$ cat src/rtl/kbd_pkg.sv
// rtl/kbd_pkg.sv - shared types and constants for the PS/2 keyboard controller
//
// Purpose : prefix FSM state encoding, scancode prefix constants and the
//           key event word layout used by ps2_kbd_ctrl and kbd_evt_fifo.
// Ports   : none (package).
package kbd_pkg;

    typedef enum logic [1:0] {
        ST_IDLE   = 2'd0,
        ST_EXT    = 2'd1,
        ST_BRK    = 2'd2,
        ST_EXTBRK = 2'd3
    } kbd_state_t;

    localparam logic [7:0] SC_EXT     = 8'hE0;
    localparam logic [7:0] SC_BRK     = 8'hF0;
    localparam logic [7:0] SC_BAT_OK  = 8'hAA;
    localparam logic [7:0] SC_BAT_ERR = 8'hFC;

    // Event word: [9] brk, [8] ext, [7:0] code
    localparam int EVT_W   = 10;
    localparam int EVT_BRK = 9;
    localparam int EVT_EXT = 8;

    function automatic logic [EVT_W-1:0] make_evt(input logic brk, input logic ext,
                                                  input logic [7:0] code);
        logic [EVT_W-1:0] e;
        e          = '0;
        e[EVT_BRK] = brk;
        e[EVT_EXT] = ext;
        e[7:0]     = code;
        return e;
    endfunction

endpackage

$ cat src/rtl/ps2_kbd_ctrl_if.sv
// rtl/ps2_kbd_ctrl_if.sv - receiver/CPU side signal bundle of the keyboard controller
//
// Purpose : groups the scancode input, the CPU read port and the status flags.
// Signals : code_in[7:0], code_valid   scancode byte and its one-cycle strobe
//           cpu_rdn, cpu_sel           active-low read strobe, register select
//           cpu_dout[15:0]             read data
//           data_ready, overflow       FIFO not empty, sticky drop flag
// Modports: master = receiver/CPU side, slave = controller.
interface ps2_kbd_ctrl_if;
    logic [7:0]  code_in;
    logic        code_valid;
    logic        cpu_rdn;
    logic        cpu_sel;
    logic [15:0] cpu_dout;
    logic        data_ready;
    logic        overflow;

    modport master (
        output code_in, code_valid, cpu_rdn, cpu_sel,
        input  cpu_dout, data_ready, overflow
    );

    modport slave (
        input  code_in, code_valid, cpu_rdn, cpu_sel,
        output cpu_dout, data_ready, overflow
    );
endinterface

$ cat src/rtl/kbd_evt_fifo.sv
// rtl/kbd_evt_fifo.sv - DEPTH x EVT_W synchronous event FIFO, first-word fall-through
//
// Purpose : stores key events; the head entry is visible without a pop.
// Ports   : fclk, rst        clock, asynchronous active-low reset
//           i_push, i_data   write request and event word
//           i_pop            read request (ignored when empty)
//           o_head           entry at the read pointer
//           o_full, o_empty  occupancy flags
//           o_count          number of stored entries (0..DEPTH)
import kbd_pkg::*;

module kbd_evt_fifo #(
    parameter int DEPTH = 8,
    parameter int CW    = $clog2(DEPTH) + 1
) (
    input  logic             fclk,
    input  logic             rst,
    input  logic             i_push,
    input  logic [EVT_W-1:0] i_data,
    input  logic             i_pop,
    output logic [EVT_W-1:0] o_head,
    output logic             o_full,
    output logic             o_empty,
    output logic [CW-1:0]    o_count
);
    localparam int PW = $clog2(DEPTH);

    logic [EVT_W-1:0] r_mem [DEPTH];
    logic [PW-1:0]    r_wptr;
    logic [PW-1:0]    r_rptr;
    logic [CW-1:0]    r_count;

    logic w_full;
    logic w_empty;
    logic w_do_pop;
    logic w_do_push;

    assign w_full    = (r_count == CW'(DEPTH));
    assign w_empty   = (r_count == '0);
    assign w_do_pop  = i_pop & ~w_empty;
    // A pop in the same cycle frees the slot, so a full FIFO still accepts the push
    assign w_do_push = i_push & (~w_full | w_do_pop);

    always_ff @(posedge fclk) begin
        if (w_do_push) begin
            r_mem[r_wptr] <= i_data;
        end
    end

    // Pointer width equals log2(DEPTH), so increments wrap modulo DEPTH
    always_ff @(posedge fclk or negedge rst) begin
        if (!rst) begin
            r_wptr  <= '0;
            r_rptr  <= '0;
            r_count <= '0;
        end else begin
            if (w_do_push) r_wptr <= r_wptr + 1'b1;
            if (w_do_pop)  r_rptr <= r_rptr + 1'b1;
            case ({w_do_push, w_do_pop})
                2'b10:   r_count <= r_count + 1'b1;
                2'b01:   r_count <= r_count - 1'b1;
                default: r_count <= r_count;
            endcase
        end
    end

    assign o_head  = r_mem[r_rptr];
    assign o_full  = w_full;
    assign o_empty = w_empty;
    assign o_count = r_count;
endmodule

$ cat src/rtl/ps2_kbd_ctrl.sv
// rtl/ps2_kbd_ctrl.sv - PS/2 scancode to key event controller with CPU read port
//
// Purpose : folds E0/F0 prefixes into key events, queues them and serves
//           data/status reads; each finished data read pops one event.
// Ports   : fclk  system clock
//           rst   asynchronous active-low reset
//           bus   ps2_kbd_ctrl_if.slave (code_in/code_valid, cpu_rdn/cpu_sel,
//                 cpu_dout, data_ready, overflow)
// Options : TYPEMATIC_FILTER_EN suppresses repeated makes of the last key
//           until its break is seen.
import kbd_pkg::*;

module ps2_kbd_ctrl #(
    parameter  int DEPTH = 8,
    localparam int CW    = $clog2(DEPTH) + 1
) (
    input  logic fclk,
    input  logic rst,
    ps2_kbd_ctrl_if.slave bus
);
    kbd_state_t       r_state;
    kbd_state_t       w_nxt_state;
    logic             w_push_req;
    logic             w_push;
    logic [EVT_W-1:0] w_evt;

    logic r_rdn_s1;
    logic r_rdn_s2;
    logic r_rdn_d;
    logic r_sel_q;
    logic r_overflow;
    logic w_rd_start;
    logic w_rd_done;
    logic w_pop;
    logic w_drop;

    logic [EVT_W-1:0] w_head;
    logic             w_full;
    logic             w_empty;
    logic [CW-1:0]    w_count;

    // Prefix decode; only consulted on code_valid cycles
    always_comb begin
        w_nxt_state = r_state;
        w_push_req  = 1'b0;
        w_evt       = '0;
        if (bus.code_valid) begin
            case (r_state)
                ST_IDLE: begin
                    if (bus.code_in == SC_EXT) begin
                        w_nxt_state = ST_EXT;
                    end else if (bus.code_in == SC_BRK) begin
                        w_nxt_state = ST_BRK;
                    end else if (bus.code_in != SC_BAT_OK && bus.code_in != SC_BAT_ERR) begin
                        w_push_req = 1'b1;
                        w_evt      = make_evt(1'b0, 1'b0, bus.code_in);
                    end
                end
                ST_EXT: begin
                    if (bus.code_in == SC_BRK) begin
                        w_nxt_state = ST_EXTBRK;
                    end else if (bus.code_in == SC_EXT) begin
                        w_nxt_state = ST_EXT;
                    end else begin
                        w_nxt_state = ST_IDLE;
                        w_push_req  = 1'b1;
                        w_evt       = make_evt(1'b0, 1'b1, bus.code_in);
                    end
                end
                ST_BRK: begin
                    w_nxt_state = ST_IDLE;
                    if (bus.code_in != SC_EXT && bus.code_in != SC_BRK) begin
                        w_push_req = 1'b1;
                        w_evt      = make_evt(1'b1, 1'b0, bus.code_in);
                    end
                end
                default: begin
                    w_nxt_state = ST_IDLE;
                    if (bus.code_in != SC_EXT && bus.code_in != SC_BRK) begin
                        w_push_req = 1'b1;
                        w_evt      = make_evt(1'b1, 1'b1, bus.code_in);
                    end
                end
            endcase
        end
    end

    always_ff @(posedge fclk or negedge rst) begin
        if (!rst) begin
            r_state <= ST_IDLE;
        end else begin
            r_state <= w_nxt_state;
        end
    end

`ifdef TYPEMATIC_FILTER_EN
    logic [8:0] r_tm_key;
    logic       r_tm_vld;
    logic       w_tm_match;
    logic       w_suppress;

    assign w_tm_match = r_tm_vld & (r_tm_key == w_evt[8:0]);
    assign w_suppress = w_push_req & ~w_evt[EVT_BRK] & w_tm_match;
    assign w_push     = w_push_req & ~w_suppress;

    always_ff @(posedge fclk or negedge rst) begin
        if (!rst) begin
            r_tm_key <= '0;
            r_tm_vld <= 1'b0;
        end else if (w_push_req) begin
            if (!w_evt[EVT_BRK]) begin
                r_tm_key <= w_evt[8:0];
                r_tm_vld <= 1'b1;
            end else if (w_tm_match) begin
                r_tm_vld <= 1'b0;
            end
        end
    end
`else
    assign w_push = w_push_req;
`endif

    // cpu_rdn is asynchronous: two sync flops, then a delayed copy for edges.
    // The rising-edge pulse acts on the third fclk edge after the pin rises.
    always_ff @(posedge fclk or negedge rst) begin
        if (!rst) begin
            r_rdn_s1 <= 1'b1;
            r_rdn_s2 <= 1'b1;
            r_rdn_d  <= 1'b1;
        end else begin
            r_rdn_s1 <= bus.cpu_rdn;
            r_rdn_s2 <= r_rdn_s1;
            r_rdn_d  <= r_rdn_s2;
        end
    end

    assign w_rd_start = ~r_rdn_s2 & r_rdn_d;
    assign w_rd_done  = r_rdn_s2 & ~r_rdn_d;

    always_ff @(posedge fclk or negedge rst) begin
        if (!rst) begin
            r_sel_q <= 1'b0;
        end else if (w_rd_start) begin
            r_sel_q <= bus.cpu_sel;
        end
    end

    assign w_pop  = w_rd_done & ~r_sel_q & ~w_empty;
    assign w_drop = w_push & w_full & ~w_pop;

    // A drop in the same cycle as a status-read clear wins
    always_ff @(posedge fclk or negedge rst) begin
        if (!rst) begin
            r_overflow <= 1'b0;
        end else if (w_drop) begin
            r_overflow <= 1'b1;
        end else if (w_rd_done && r_sel_q) begin
            r_overflow <= 1'b0;
        end
    end

    kbd_evt_fifo #(
        .DEPTH (DEPTH),
        .CW    (CW)
    ) u_fifo (
        .fclk    (fclk),
        .rst     (rst),
        .i_push  (w_push),
        .i_data  (w_evt),
        .i_pop   (w_pop),
        .o_head  (w_head),
        .o_full  (w_full),
        .o_empty (w_empty),
        .o_count (w_count)
    );

    always_comb begin
        bus.cpu_dout = '0;
        if (bus.cpu_sel) begin
            bus.cpu_dout[15:8] = {{(8-CW){1'b0}}, w_count};
            bus.cpu_dout[2]    = r_overflow;
            bus.cpu_dout[1]    = w_full;
            bus.cpu_dout[0]    = ~w_empty;
        end else if (!w_empty) begin
            bus.cpu_dout[EVT_W-1:0] = w_head;
        end
    end

    assign bus.data_ready = ~w_empty;
    assign bus.overflow   = r_overflow;
endmodule

$ cat src/flat_wrapper.sv
// flat-port wrapper written by rule: the top's interface ports become plain ports
module ps2_kbd_ctrl_flat 
#(
    parameter  int DEPTH = 8,
    localparam int CW    = $clog2(DEPTH) + 1
)
  (fclk, rst, bus_code_in, bus_code_valid, bus_cpu_rdn, bus_cpu_sel, bus_cpu_dout, bus_data_ready, bus_overflow);
  ps2_kbd_ctrl_if bus_i ();
  input  logic fclk;
  input  logic rst;
  input wire logic [$bits(bus_i.code_in)-1:0] bus_code_in;
  input wire logic [$bits(bus_i.code_valid)-1:0] bus_code_valid;
  input wire logic [$bits(bus_i.cpu_rdn)-1:0] bus_cpu_rdn;
  input wire logic [$bits(bus_i.cpu_sel)-1:0] bus_cpu_sel;
  output wire logic [$bits(bus_i.cpu_dout)-1:0] bus_cpu_dout;
  output wire logic [$bits(bus_i.data_ready)-1:0] bus_data_ready;
  output wire logic [$bits(bus_i.overflow)-1:0] bus_overflow;
  assign bus_i.code_in = bus_code_in;
  assign bus_i.code_valid = bus_code_valid;
  assign bus_i.cpu_rdn = bus_cpu_rdn;
  assign bus_i.cpu_sel = bus_cpu_sel;
  assign bus_cpu_dout = bus_i.cpu_dout;
  assign bus_data_ready = bus_i.data_ready;
  assign bus_overflow = bus_i.overflow;
  ps2_kbd_ctrl #(.DEPTH(DEPTH)) u_core (.fclk(fclk), .rst(rst), .bus(bus_i));
endmodule
$ cat config.mk
export PLATFORM = sky130hd
export DESIGN_NAME = ps2_kbd_ctrl_flat
export DESIGN_NICKNAME = d
export VERILOG_FILES = /design/src/rtl/kbd_pkg.sv /design/src/rtl/ps2_kbd_ctrl_if.sv /design/src/rtl/kbd_evt_fifo.sv /design/src/rtl/ps2_kbd_ctrl.sv /design/src/flat_wrapper.sv
export SDC_FILE = /design/constraint.sdc
export NUM_CORES = 1
export LEC_CHECK = 0
export CORE_MARGIN = 2
export CORE_UTILIZATION = 50
export CTS_BUF_LIST = sky130_fd_sc_hd__clkbuf_8
export CTS_CLUSTER_DIAMETER = 200
export DETAILED_ROUTE_END_ITERATION = 8
export PLACE_DENSITY_LB_ADDON = 0.25
export SKIP_CTS_REPAIR_TIMING = 1
export SLEW_MARGIN = 0
export SYNTH_ARGS = -nofsm -noshare
export SYNTH_HDL_FRONTEND = slang
export SYNTH_SLANG_ARGS = --single-unit
$ cat constraint.sdc
create_clock -name fclk -period 3 [get_ports fclk]
set_input_delay 0.6 -clock fclk [delete_from_list [all_inputs] [get_ports fclk]]
set_output_delay 0.6 -clock fclk [all_outputs]
set_load 0.05 [all_outputs]
Word-level counts from Yosys, hierarchy flattened
Memories as Yosys holds them, arrays and structs flattened.
Cells that the tools add are included.
{"block": "word_totals", "reg_bits": 17, "ram_bits": 80, "in_bits": 13, "out_inout_bits": 18, "word_cells": 81, "mem_count": 1}
{"memory": "u_core.u_fifo.r_mem", "words": 8, "width": 10, "rd": 1, "rd_clocked_by_memory_dff": 0, "wr": 1, "line": "kbd_evt_fifo.sv:28", "rtl": "logic [EVT_W-1:0] r_mem [DEPTH];"}
{"block": "classes", "addsub": 4, "n_eq_ne": 12, "muxes": 32, "bitwise": 15, "reduce_logical": 8}
{"operator": "two-way mux 10 bit", "n": 7}
{"operator": "!= test 8 bit (second input constant)", "n": 4}
{"operator": "case mux 10 bit (3 select lines)", "n": 1}
{"operator": "equality test 8 bit (second input constant)", "n": 2}
{"operator": "two-way mux 1 bit", "n": 12}
{"operator": "two-way mux 2 bit", "n": 5}
{"operator": "two-way mux 9 bit", "n": 1}
{"operator": "AND 1 bit", "n": 8}
{"operator": "two-way mux 8 bit", "n": 1}
{"operator": "case mux 4 bit (2 select lines)", "n": 1}
{"operator": "adder 3 x 1 -> 3 bit (second input constant)", "n": 2}
{"operator": "NOT 1 bit", "n": 6}
{"operator": "two-way mux 5 bit", "n": 1}
{"operator": "adder 4 x 1 -> 4 bit (second input constant)", "n": 1}
{"operator": "equality test 2 x 1 -> 1 bit (second input constant)", "n": 2}
{"operator": "equality test 2 bit (second input constant)", "n": 2}
{"operator": "equality test 4 bit (second input constant)", "n": 1}
{"operator": "zero test 4 bit", "n": 1}
{"operator": "case mux 2 bit (2 select lines)", "n": 1}
{"operator": "nonzero test 2 bit", "n": 2}
{"operator": "subtractor 4 x 1 -> 4 bit (second input constant)", "n": 1}
{"operator": "logical AND 1 bit", "n": 3}
{"operator": "two-way mux 3 bit", "n": 1}
{"operator": "!= test 3 x 1 -> 1 bit (second input constant)", "n": 1}
{"operator": "4 further kinds", "n": 4}

Logic depth before layout (Yosys ltp)
{"block": "depth", "word_depth": 10, "ltp_mapped": 12, "mapped_depth_nobuf": 11}

Hierarchy
A second synthesis with hierarchy kept.
{"block": "hier_totals", "hier_cells": 249, "area_unflattened_um2": 4251.6}
{"mod": "kbd_evt_fifo", "instances": 1, "cells_per_inst": 184, "area_per_inst_um2": 3669.8, "seq_area_each_um2": 2652.5}
{"mod": "ps2_kbd_ctrl", "instances": 1, "cells_per_inst": 65, "area_per_inst_um2": 581.8, "seq_area_each_um2": 178.9}

Worst setup path after synthesis
Ideal clock, no wire load.
{"block": "synth_timing", "path_kind": "input-to-reg", "from": "input bus_code_in[1]", "to": "register u_core.u_fifo.r_count[3], in the netlist u_core.u_fifo.o_count[3]", "arrival_ps": 2841, "required_ps": 2921, "setup_slack_ps": 80, "cell_stages": 12, "n_path_buf": 1, "path_cell_list": "nor4b_2 a21boi_2 nor2b_2 buf_6 nand2b_1 inv_1 ha_1 a21o_1 a21o_1 or4_1 mux2i_1 xor2_1"}
{"block": "synth_via", "elab_chain_cells": 10}
{"element": "from (decl)", "line": "flat_wrapper.sv:11", "rtl": "input wire logic [$bits(bus_i.code_in)-1:0] bus_code_in;"}
{"element": "!= test 8 bit", "line": "ps2_kbd_ctrl.sv:54", "rtl": "end else if (bus.code_in != SC_BAT_OK && bus.code_in != SC_BAT_ERR) begin"}
{"element": "logical AND 1 bit", "line": "ps2_kbd_ctrl.sv:54"}
{"element": "two-way mux 1 bit", "line": "ps2_kbd_ctrl.sv:54"}
{"element": "two-way mux 1 bit", "line": "ps2_kbd_ctrl.sv:52", "rtl": "end else if (bus.code_in == SC_BRK) begin"}
{"element": "two-way mux 1 bit", "line": "ps2_kbd_ctrl.sv:50", "rtl": "if (bus.code_in == SC_EXT) begin"}
{"element": "case mux 1 bit (2 select lines) *", "line": "ps2_kbd_ctrl.sv:48", "rtl": "case (r_state)"}
{"element": "two-way mux 1 bit *", "line": "ps2_kbd_ctrl.sv:47", "rtl": "if (bus.code_valid) begin"}
{"element": "AND 1 bit *", "line": "kbd_evt_fifo.sv:42", "rtl": "assign w_do_push = i_push & (~w_full | w_do_pop);"}
{"element": "equality test 2 x 1 -> 1 bit or equality test 2 bit (tied branches)", "line": "kbd_evt_fifo.sv:59", "rtl": "case ({w_do_push, w_do_pop})"}
{"element": "case mux 4 bit (2 select lines) or nonzero test 2 bit (tied branches)"}
{"element": "to (signal assigned)", "line": "kbd_evt_fifo.sv:60", "rtl": "2'b10: r_count <= r_count + 1'b1;"}
{"element": "to (signal assigned)", "line": "kbd_evt_fifo.sv:61", "rtl": "2'b01: r_count <= r_count - 1'b1;"}
{"element": "to (signal assigned)", "line": "kbd_evt_fifo.sv:62", "rtl": "default: r_count <= r_count;"}
{"element": "to (decl)", "line": "kbd_evt_fifo.sv:31", "rtl": "logic [CW-1:0] r_count;"}
Mark *: on every way between the ends. The rest lies on a longest branch, timed or not.
A chain may end at the register's enable or synchronous reset.

Worst setup path in the final report
{"block": "layout_timing", "from": "input bus_code_in[3]", "to": "register u_core.u_fifo.r_count[3], in the netlist u_core.u_fifo.o_count[3]"}
The elaborated chain is that of the path after synthesis.

==> qor.csv <==
stage;metric;value;unit
drt;vias_per_cell;5.563;
drt;wl_per_cell;20.01;µm
power_and_ir_drop;switching_share;34.84;%
synthesis;postSynthAreaPerCell;17.76;µm²
synthesis;ys_types;49;
global_routing;grt_antenna_before_repair;0;
final_layout;drive_above_1_share;32.76;%
global_routing;grt_pass1_vias;2278;
synthesis;ys_top_cells_by_area;edfxtp_1 (57%), mux4_2 (11%), dfrtp_1 (8.3%);
setup_path;r2r_cells;10;
clock_network;numCtsBuffers;9;
drt;ant_nets;0;
die;start_util;51.44;%
global_routing;busiest_layer;met2;
placed_design;hpwl;5148;µm
global_routing;grt_max_degree;21;
clock_network;cts_buffer_depth;2;
timing;rsz0062_at_grt;false;
global_routing;use_met3;3.446;%
synthesis;netlist.area_leader.share;56.84;%
global_routing;met1_usage;27.29;%
timing;tns;0;ns
global_routing;grt_pass1_wl;12610;µm
timing;finalMaxSlewViolations;0;
final_layout;antenna_cells;0;
timing;post-route-min-period;2.835;ns
timing;maxSlewHeadroom;49.45;%
synthesis;async_reset_ff_share;17.53;%
setup_path;endpoint_kind;flop;
setup_path;path_max_fanout;2;
setup_path;cp.required;3.28;ns
clock_network;clk-insertion-delay-late;0.35;ns
die;ios;31;
power_and_ir_drop;p_per_area;904.0;mW/mm²
power_and_ir_drop;power.internal;2.939;mW
synthesis;synth_edf_count;80;
placed_design;numPlacedInstances;382;
global_routing;grt.total_usage;19.39;%
clock_network;tritoncts;built;
synthesis;synth_top_cell_by_area;edfxtp_1;
final_layout;stdcell_area;0.004990;mm²
drt;first_iter_violations;142;
drt;drc;0;
timing;finalSetupViolations;0;
die;rows;33;
power_and_ir_drop;peakVddDrop;0.0004503;V
die;die_w;95.94;µm
synthesis;syn_inst;238;
clock_network;cts_root_buf;clkbuf_8;
power_and_ir_drop;p_switching;1.571;mW
power_and_ir_drop;p_comb_share;37.5;%
final_layout;nNetsFinal;306;
power_and_ir_drop;seqPwrFrac;42.7;%
worst_hold_path;hold_depth;0;
power_and_ir_drop;power_frac_clock;19.9;%
setup_path;critPathLaunchType;input port;
synthesis;ys_seq_elements;97;
final_layout;layout.cells.non_filler;398;
status;status;finished clean;
power_and_ir_drop;p_leak;1.868;nW
timing;fin_skew;0.01179;ns
worst_hold_path;hp-class;flop to flop;
global_routing;grt_overflow;0;
synthesis;synth_area;0.004227;mm²
synthesis;yosysSeqAreaShare;66.99;%
die;die_h;95.94;µm
global_routing;met2_usage;30.59;%
setup_path;cp.arrival;3.12;ns
placed_design;routabilityCongestion;0.7997;
timing;period_share;94.50;%
placed_design;place_area;0.004732;mm²
die;core_area;0.008217;mm²
clock_network;clkTransAtPathRegs;0.09;ns
drt;drt_wl_total;7963;µm
timing;hold_violations;0;
clock_network;ctsHtreeMaxLevel;3;
timing;clock.fmax;352.7;MHz
die;die_area;0.009204;mm²
final_layout;area_growth;18.06;%
clock_network;cts.sinks;97;
run;drv_cap;0;
synthesis;synth_warnings;0;
synthesis;ys.flop_type;edfxtp_1;
drt;first_pass_iters;4;
setup_path;worstSetupPathType;input port to flop;
timing;tightestPinTransition;0.7559;ns
placed_design;io_buffers;26;
drt;num_vias;2214;
[synth_stat cells (2+ instances only)]
cell type  count
edfxtp_1      80
mux4_2        20
dfrtp_1       14
mux2i_1       11
and2_1         9
nor2_1         9
inv_1          7
nand2_1        7
nor4b_2        6
o21ai_1        5
xnor2_1        5
buf_4          4
clkbuf_1       4
ha_1           4
a21oi_1        3
and2_2         3
dfstp_2        3
nor2b_1        3
a21o_1         2
buf_1          2
buf_2          2
buf_6          2
mux2_1         2
nand2b_1       2
nand3_1        2
nor3_1         2
nor4_1         2
xor2_1         2
[sequential cells by signal, indices dropped and copies added (netlist names)]
signal and count:
u_core.u_fifo.r_mem 80, u_core.u_fifo.o_count 4, u_core.u_fifo.r_rptr 3, u_core.u_fifo.r_wptr 3, u_core.r_state 2, u_core.bus.overflow 1, u_core.r_rdn_d 1, u_core.r_rdn_s1 1
u_core.r_rdn_s2 1, u_core.r_sel_q 1
[layout make-up]
class | instances | area, µm²
Fill cell | 588 | 3227
Sequential cell | 97 | 2831
Multi-Input combinational cell | 123 | 1336
Timing Repair Buffer | 50 | 452.9
Tap cell | 105 | 131.4
Clock buffer | 9 | 123.9
Clock inverter | 7 | 87.58
Inverter | 7 | 26.28
[power groups by stage]
stage | combinational [mW] | clock (mW) | sequential (mW)
after CTS | 1.72 | 0.916 | 1.93
final | 1.69 | 0.896 | 1.92
after detailed placement | 1.71 | 0 | 1.96
after floorplan | 1.24 | 0 | 1.88
after global placement | 1.70 | 0 | 1.95
after global routing | 1.84 | 0.952 | 1.96
[worst max-delay path, cell delays in order]
cell             delay (ns)
clkdlybuf4s50_1        0.46
nor4b_4                0.27
a21boi_2               0.09
nor2b_4                0.14
nand2b_4               0.13
inv_1                  0.07
ha_1                   0.24
a21o_1                 0.18
a21o_1                 0.18
or4_1                  0.40
mux2i_1                0.20
xor2_1                 0.16
[routing by layer]
layer	routed length, µm	part of all wire (%)
met5	0	0
met4	82	1.0
met3	293	3.7
met2	4040	51
met1	3547	45
[path summary, 6_finish.rpt]
| kind | end | slack, ns | startpoint |
|---|---|---|---|
| worst max-delay path | u_core.u_fifo.o_count[3]$_DFFE_PN0P_ | 0.17 | bus_code_in[3] |
| worst min-delay path | u_core.r_rdn_s2$_DFF_PN1_ | 0.36 | u_core.r_rdn_s1$_DFF_PN1_ |
| worst max register to register | u_core.u_fifo.o_count[3]$_DFFE_PN0P_ | 0.36 | u_core.u_fifo.o_count[2]$_DFFE_PN0P_ |
| worst min register to register | u_core.r_rdn_s2$_DFF_PN1_ | 0.36 | u_core.r_rdn_s1$_DFF_PN1_ |
| max in group asynchronous | u_core.u_fifo.r_wptr[0]$_DFFE_PN0P_ | 1.84 | rst |
| min in group asynchronous | u_core.u_fifo.r_rptr[0]$_DFFE_PN0P_ | 0.68 | rst |
[through the flow]
| step | hold WS, ns | worst slack (ns) | power [mW] | util (%) |
|---|---|---|---|---|
| 6_report | 0.3591 | 0.1651 | 4.511 | 60.73 |
| 3_5_place_dp | 0.3479 | -0.4080 | 3.669 | 57.59 |
| 5_1_grt | 0.3653 | 0.02329 | 4.745 | 60.73 |
| 4_1_cts | 0.3611 | -0.05585 | 4.563 | 60.16 |
| 2_1_floorplan | 0.3044 | 0.07967 | 3.117 | - |
| 3_3_place_gp | 0.3456 | -0.3336 | 3.644 | 57.59 |
[cells by family after synthesis]
kind of cell	after synthesis	synth area share, %
other	1	0.08872
adder cells (fa/ha/maj)	5	1.658
AO/OA/AOI/OAI	15	2.398
XOR/XNOR	7	1.451
flip-flops	97	66.99
multiplexers	36	14.95
AND/OR/NAND/NOR	56	9.829
buffers and inverters	21	2.635
[cells in the final DEF, fill, tap and decap left out, drive strengths merged, types with 3 or more instances in the layout]
| cell type | instances |
|---|---|
| mux2i | 12 |
| dfrtp | 14 |
| nor2 | 9 |
| inv | 11 |
| o21ai | 5 |
| nand2 | 7 |
| mux2 | 4 |
| edfxtp | 80 |
| a21oi | 3 |
| dlymetal6s2s | 7 |
| mux4 | 20 |
| dfstp | 3 |
| ha | 4 |
| conb | 4 |
| nor4b | 7 |
| buf | 36 |
| clkdlybuf4s50 | 7 |
| nor3 | 3 |
| nor4 | 3 |
| and2 | 12 |
| xnor2 | 5 |
| nor2b | 4 |
| clkbuf | 9 |
No activity file was read; power rests on OpenSTA's default activity.
